`config.mk`:
```
export PLATFORM = sky130hd
export DESIGN_NAME = ahb_button_input
export DESIGN_NICKNAME = d
export VERILOG_FILES = /design/src/rtl/button_pkg.sv /design/src/rtl/button_debounce.sv /design/src/rtl/ahb_button_input.sv
export SDC_FILE = /design/constraint.sdc
export NUM_CORES = 1
export LEC_CHECK = 0
export ABC_AREA = 1
export CAP_MARGIN = 30
export CELL_PAD_IN_SITES_DETAIL_PLACEMENT = 0
export CELL_PAD_IN_SITES_GLOBAL_PLACEMENT = 1
export CORE_MARGIN = 2
export CORE_UTILIZATION = 30
export CTS_CLUSTER_DIAMETER = 60
export DETAILED_ROUTE_END_ITERATION = 8
export PLACE_DENSITY = 0.77
export SYNTH_ARGS = -nofsm -noshare
export SYNTH_HDL_FRONTEND = slang
export SYNTH_HIERARCHICAL = 1
export SYNTH_SLANG_ARGS = --single-unit
export TNS_END_PERCENT = 1
```
`constraint.sdc`:
```
create_clock -name HCLK -period 2.1 [get_ports HCLK]
set_input_delay 0.525 -clock HCLK [delete_from_list [all_inputs] [get_ports HCLK]]
set_output_delay 0.525 -clock HCLK [all_outputs]
set_load 0.005 [all_outputs]
```
`src/rtl/button_pkg.sv`:
```
// Shared constants for the button input peripheral:
// register offsets, bus transfer encodings and counter width.
package button_pkg;

  localparam logic [1:0] FLAGS_ADDR = 2'd0;
  localparam logic [1:0] LEVEL_ADDR = 2'd1;
  localparam logic [1:0] COUNT_ADDR = 2'd2;

  localparam logic [1:0] HTRANS_IDLE   = 2'b00;
  localparam logic [1:0] HTRANS_NONSEQ = 2'b10;

  localparam int CNT_W = 8;

  // NONSEQ and SEQ both carry HTRANS[1]; IDLE and BUSY do not.
  function automatic logic trans_valid(input logic [1:0] t);
    return (t & HTRANS_NONSEQ) != HTRANS_IDLE;
  endfunction

endpackage

```
`src/rtl/button_debounce.sv`:
```
// One button: two-flop synchroniser, stability counter,
// debounced level and a single-cycle press pulse.
module button_debounce
  import button_pkg::*;
#(
  parameter int DEBOUNCE_CYCLES = 1000
) (
  input  logic clk,
  input  logic rst_n,
  input  logic btn_n,
  output logic level,
  output logic press
);

  localparam int CW = $clog2(DEBOUNCE_CYCLES);
  localparam logic [CW-1:0] CMAX = CW'(DEBOUNCE_CYCLES - 1);

  logic          s1;
  logic          s2;
  logic          raw;
  logic          hit;
  logic [CW-1:0] cnt;

  assign raw = ~s2;
  assign hit = (raw != level) && (cnt == CMAX);
  // Pulse on the edge that raises the level, so the
  // flag and counter update together with it.
  assign press = hit & raw;

  always_ff @(posedge clk) begin
    if (!rst_n) begin
      s1    <= 1'b1;
      s2    <= 1'b1;
      cnt   <= '0;
      level <= 1'b0;
    end else begin
      s1 <= btn_n;
      s2 <= s1;
      if (raw == level) begin
        cnt <= '0;
      end else if (hit) begin
        level <= raw;
        cnt   <= '0;
      end else begin
        cnt <= cnt + CW'(1);
      end
    end
  end

endmodule

```
`src/rtl/ahb_button_input.sv`:
```
// AHB-Lite read-only button peripheral: debounced levels,
// read-to-clear press flags and per-button press counters.
module ahb_button_input
  import button_pkg::*;
#(
  parameter int NUM_BUTTONS     = 2,
  parameter int DEBOUNCE_CYCLES = 1000
) (
  input  logic                   HCLK,
  input  logic                   HRESETn,
  input  logic [31:0]            HADDR,
  input  logic [31:0]            HWDATA,
  input  logic                   HWRITE,
  input  logic                   HREADY,
  input  logic                   HSEL,
  input  logic [2:0]             HSIZE,
  input  logic [1:0]             HTRANS,
  output logic [31:0]            HRDATA,
  output logic                   HREADYOUT,
  input  logic [NUM_BUTTONS-1:0] nButton
);

  logic [NUM_BUTTONS-1:0] level;
  logic [NUM_BUTTONS-1:0] press;
  logic [NUM_BUTTONS-1:0] flags;
  logic [NUM_BUTTONS-1:0] clr;
  logic [CNT_W-1:0]       count [NUM_BUTTONS];

  logic        accept;
  logic        rd_pend;
  logic [1:0]  addr_q;
  logic [31:0] flags_w;
  logic [31:0] level_w;
  logic [31:0] count_w;
  logic        unused;

  assign unused = ^{HWDATA, HSIZE, HADDR[31:4], HADDR[1:0]};

  for (genvar i = 0; i < NUM_BUTTONS; i++) begin : g_btn
    button_debounce #(
      .DEBOUNCE_CYCLES(DEBOUNCE_CYCLES)
    ) u_db (
      .clk  (HCLK),
      .rst_n(HRESETn),
      .btn_n(nButton[i]),
      .level(level[i]),
      .press(press[i])
    );
  end

  assign accept = HSEL & HREADY & trans_valid(HTRANS);

  always_ff @(posedge HCLK) begin
    if (!HRESETn) begin
      rd_pend <= 1'b0;
      addr_q  <= '0;
    end else begin
      rd_pend <= accept & ~HWRITE;
      if (accept) addr_q <= HADDR[3:2];
    end
  end

  // Clear only what was returned; a press at this edge re-sets.
  assign clr = (rd_pend && addr_q == FLAGS_ADDR) ? flags : '0;

  always_ff @(posedge HCLK) begin
    if (!HRESETn) begin
      flags <= '0;
      for (int i = 0; i < NUM_BUTTONS; i++) count[i] <= '0;
    end else begin
      flags <= (flags & ~clr) | press;
      for (int i = 0; i < NUM_BUTTONS; i++) begin
        if (press[i]) count[i] <= count[i] + CNT_W'(1);
      end
    end
  end

  assign flags_w = {{(32-NUM_BUTTONS){1'b0}}, flags};
  assign level_w = {{(32-NUM_BUTTONS){1'b0}}, level};

  always_comb begin
    count_w = '0;
    for (int i = 0; i < NUM_BUTTONS; i++) begin
      count_w[CNT_W*i +: CNT_W] = count[i];
    end
  end

  always_comb begin
    HRDATA = '0;
    if (rd_pend) begin
      unique case (1'b1)
        (addr_q == FLAGS_ADDR): HRDATA = flags_w;
        (addr_q == LEVEL_ADDR): HRDATA = level_w;
        (addr_q == COUNT_ADDR): HRDATA = count_w;
        default:                HRDATA = '0;
      endcase
    end
  end

  assign HREADYOUT = 1'b1;

endmodule
```
==> impl_metrics.json <==
{
  "outcome": "complete, no violations",
  "min-delay-path-class": "reg -> reg",
  "ios": 109,
  "layout_commonest_cell": "nand2_1",
  "p_leak_nw": 1.47,
  "power.internal_mw": 1.36,
  "grt_util_all_layers_pct": 10.5,
  "dpl.hpwl_um": 3650,
  "r2r_end": "count[0][10]$_SDFFCE_PN0P_",
  "drive_above_1_share_pct": 15.0,
  "fillers": 1007,
  "die_area_um2": 10000,
  "layout.nets": 500,
  "cp-start-kind": "flip-flop",
  "ys_types": 29,
  "place.gp.congestion": 0.777,
  "seq_area_frac_synth_pct": 39.7,
  "hold_violations": 0,
  "cts_tree": "yes",
  "htreeDepth": 2,
  "synth_warnings": 6,
  "setup_viol": 0,
  "fin_crit_sh_pct": 92.8,
  "ant_nets": 0,
  "grt_setup_unrepaired": "false",
  "initial_core_util_pct": 30.5,
  "grt_max_degree": 16,
  "ys.flop_type": "dfxtp_1",
  "seqCellArea_um2": 1100,
  "power_density_nw_per_um2": 536,
  "maxCapViolations": 0,
  "synth_area_per_cell_um2": 7.24,
  "grt_overflow": 0,
  "p_sw_mw": 0.391,
  "clkLatencyLatePin_ns": 0.30,
  "design_area_um2": 3260,
  "cts_sinks": 47,
  "layout_setup_ws_ns": 0.150,
  "endpoint": "HRDATA[0]",
  "die_height_um": 100,
  "async_flop_share_pct": 0,
  "syn2layout_area_growth_pct": 17.5,
  "critPathArrivalTime_ns": 1.42,
  "fmax_ghz": 0.513,
  "p_sw_share_pct": 22.4,
  "route.detailed.drc": 0,
  "combPwrFrac_pct": 6.0,
  "crit_required_ns": 1.57,
  "die_w_um": 100,
  "syn-cell-area_um2": 2770,
  "clockBufferDepth": 2,
  "dpl_cell_area_um2": 3100,
  "wl_per_cell_um": 9.08,
  "peakVddDrop_v": 0.000458,
  "multi_input_area_um2": 1360,
  "end_kind": "primary output",
  "holdBufCountCts": 0,
  "place.port_buffers": 25,
  "dp_slack_ns": 0.102,
  "power_frac_seq_pct": 56.3,
  "cts-root-buf": "clkbuf_8",
  "crit_fanout": 4,
  "pwr-share-clk_pct": 37.7,
  "netlist_instances": 383,
  "r2r-start": "g_btn[1].u_db/cnt[0]$_SDFF_PP0_",
  "period_minus_slack_ns": 1.95,
  "core_area_um2": 9110,
  "grt_pass1_vias": 2113,
  "crit_path_start": "addr_q[1]$_SDFFE_PN0P_",
  "synth-seq-cells": 47,
  "drt_pass1_iterations": 4,
  "slew_violations": 0,
  "antenna_found_initial": 0,
  "regToRegSetupSlack_ns": 0.34,
  "mostFrequentLayoutCells": "nand2_1 (100), nor2_1 (60), inv_1 (54)",
  "std_cell_rows": 35,
  "crit_type": "reg -> out",
  "synth_edf_count": 16,
  "drt_iter0_markers": 53,
  "grt_pass1_wl_um": 8680,
  "via_count": 2198,
  "fin_skew_ns": 0.0136,
  "cts.clk_slew.worst_paths_ns": 0.09,
  "r2r_cells": 7,
  "drt_wl_total_um": 4830,
  "numCtsBuffers": 5,
  "n_antenna_cell": 0,
  "routed_via_density": 4.13
}
[area by class of cell]
type | count | share of cell area (%)
clock inverter | 2 | 1.15
tap | 111 | 4.26
clock buffer | 6 | 2.23
sequential | 47 | 33.8
timing repair buffer | 36 | 10.1
multi-input combinational | 272 | 41.7
inverter | 58 | 6.75
[registers in the layout, indices dropped and copies added, names as in the netlist]
name / count
g_btn.u_db/cnt: 20
addr_q: 2
g_btn.u_db/s2: 2
count: 16
flags: 2
rd_pend: 1
g_btn.u_db/s1: 2
g_btn.u_db/level: 2
[synthesized netlist by cell type (all sizes together), types with 4 or more instances]
library cell / number / area share, %
a21oi: 9 / 2.3
buf: 21 / 5.8
dfxtp: 31 / 22
edfxtp: 16 / 17
ha: 4 / 1.8
inv: 58 / 7.9
nand2: 104 / 15
nand3: 36 / 7.8
nor2: 83 / 14
o21ai: 4 / 0.99
xnor2: 4 / 1.3
xor2: 4 / 1.3
[power groups by stage]
| stage | Clock (mW) | Sequential, mW | Combinational [mW] |
|---|---|---|---|
| global placement | 0 | 1.00 | 0.102 |
| detailed placement | 0 | 1.01 | 0.103 |
| global route | 0.719 | 0.990 | 0.122 |
| floorplan | 0 | 0.999 | 0.0917 |
| CTS | 0.686 | 0.985 | 0.104 |
| finish | 0.659 | 0.985 | 0.105 |
[worst max-delay path, stage by stage, from the launching register on]
cell	delay, ns
dfxtp_2	0.34
inv_2	0.05
nor2_4	0.17
buf_4	0.14
nand2_1	0.04
nand3_1	0.07
nand2_1	0.05
inv_1	0.05
dlygate4sd2_1	0.22
[how the worst min path moves through the flow]
stage | start | to | slack (ns) | depth (start not counted)
2_1_floorplan | g_btn[0].u_db/s1$_SDFF_PN1_ | g_btn[0].u_db/s2$_SDFF_PN1_ | 0.38 | 2
3_3_place_gp | g_btn[0].u_db/s1$_SDFF_PN1_ | g_btn[0].u_db/s2$_SDFF_PN1_ | 0.40 | 2
3_5_place_dp | g_btn[0].u_db/s1$_SDFF_PN1_ | g_btn[0].u_db/s2$_SDFF_PN1_ | 0.39 | 2
4_1_cts | g_btn[0].u_db/s1$_SDFF_PN1_ | g_btn[0].u_db/s2$_SDFF_PN1_ | 0.42 | 2
5_1_grt | g_btn[0].u_db/s1$_SDFF_PN1_ | g_btn[0].u_db/s2$_SDFF_PN1_ | 0.44 | 2
6_report | g_btn[1].u_db/s1$_SDFF_PN1_ | g_btn[1].u_db/s2$_SDFF_PN1_ | 0.41 | 2
[metal layers]
metal | track usage [%] | wire (um)
met1 | 12.9 | 2370
met2 | 18.4 | 2230
met3 | 2.16 | 168
met4 | 2.95 | 51
met5 | 0 | 0
[cells by family after synthesis]
logic type                 synth area share [%]
buffers and inverters                      13.7
and+or+nand+nor                            38.7
other                                     0.271
adders and majority gates                  1.80
xor gates and xnor gates                   2.53
DFF                                        39.7
AOI/OAI and AO/OA                          3.29
[stage by stage]
| stage | hold slack, ns | TNS, ns | util [%] | instances | power, mW |
|---|---|---|---|---|---|
| floorplan | 0.380 | 0 | - | 398 | 1.09 |
| global placement | 0.395 | 0 | 34.1 | 519 | 1.11 |
| detailed placement | 0.391 | 0 | 34.1 | 519 | 1.11 |
| CTS | 0.422 | -0.210 | 35.2 | 527 | 1.77 |
| global route | 0.445 | 0 | 35.8 | 532 | 1.83 |
| finish | 0.414 | 0 | 35.8 | 532 | 1.75 |
[repair_timing]
action / CTS / global route
cloned: 0 / 0
gates resized for setup: 15 / 5
setup buffers: 0 / 5
endpoints found under the setup margin: 16 / 4
hold endpoints to repair: 0 / 0
pin swaps: 0 / 1
No activity file was read; power rests on OpenSTA's default activity.
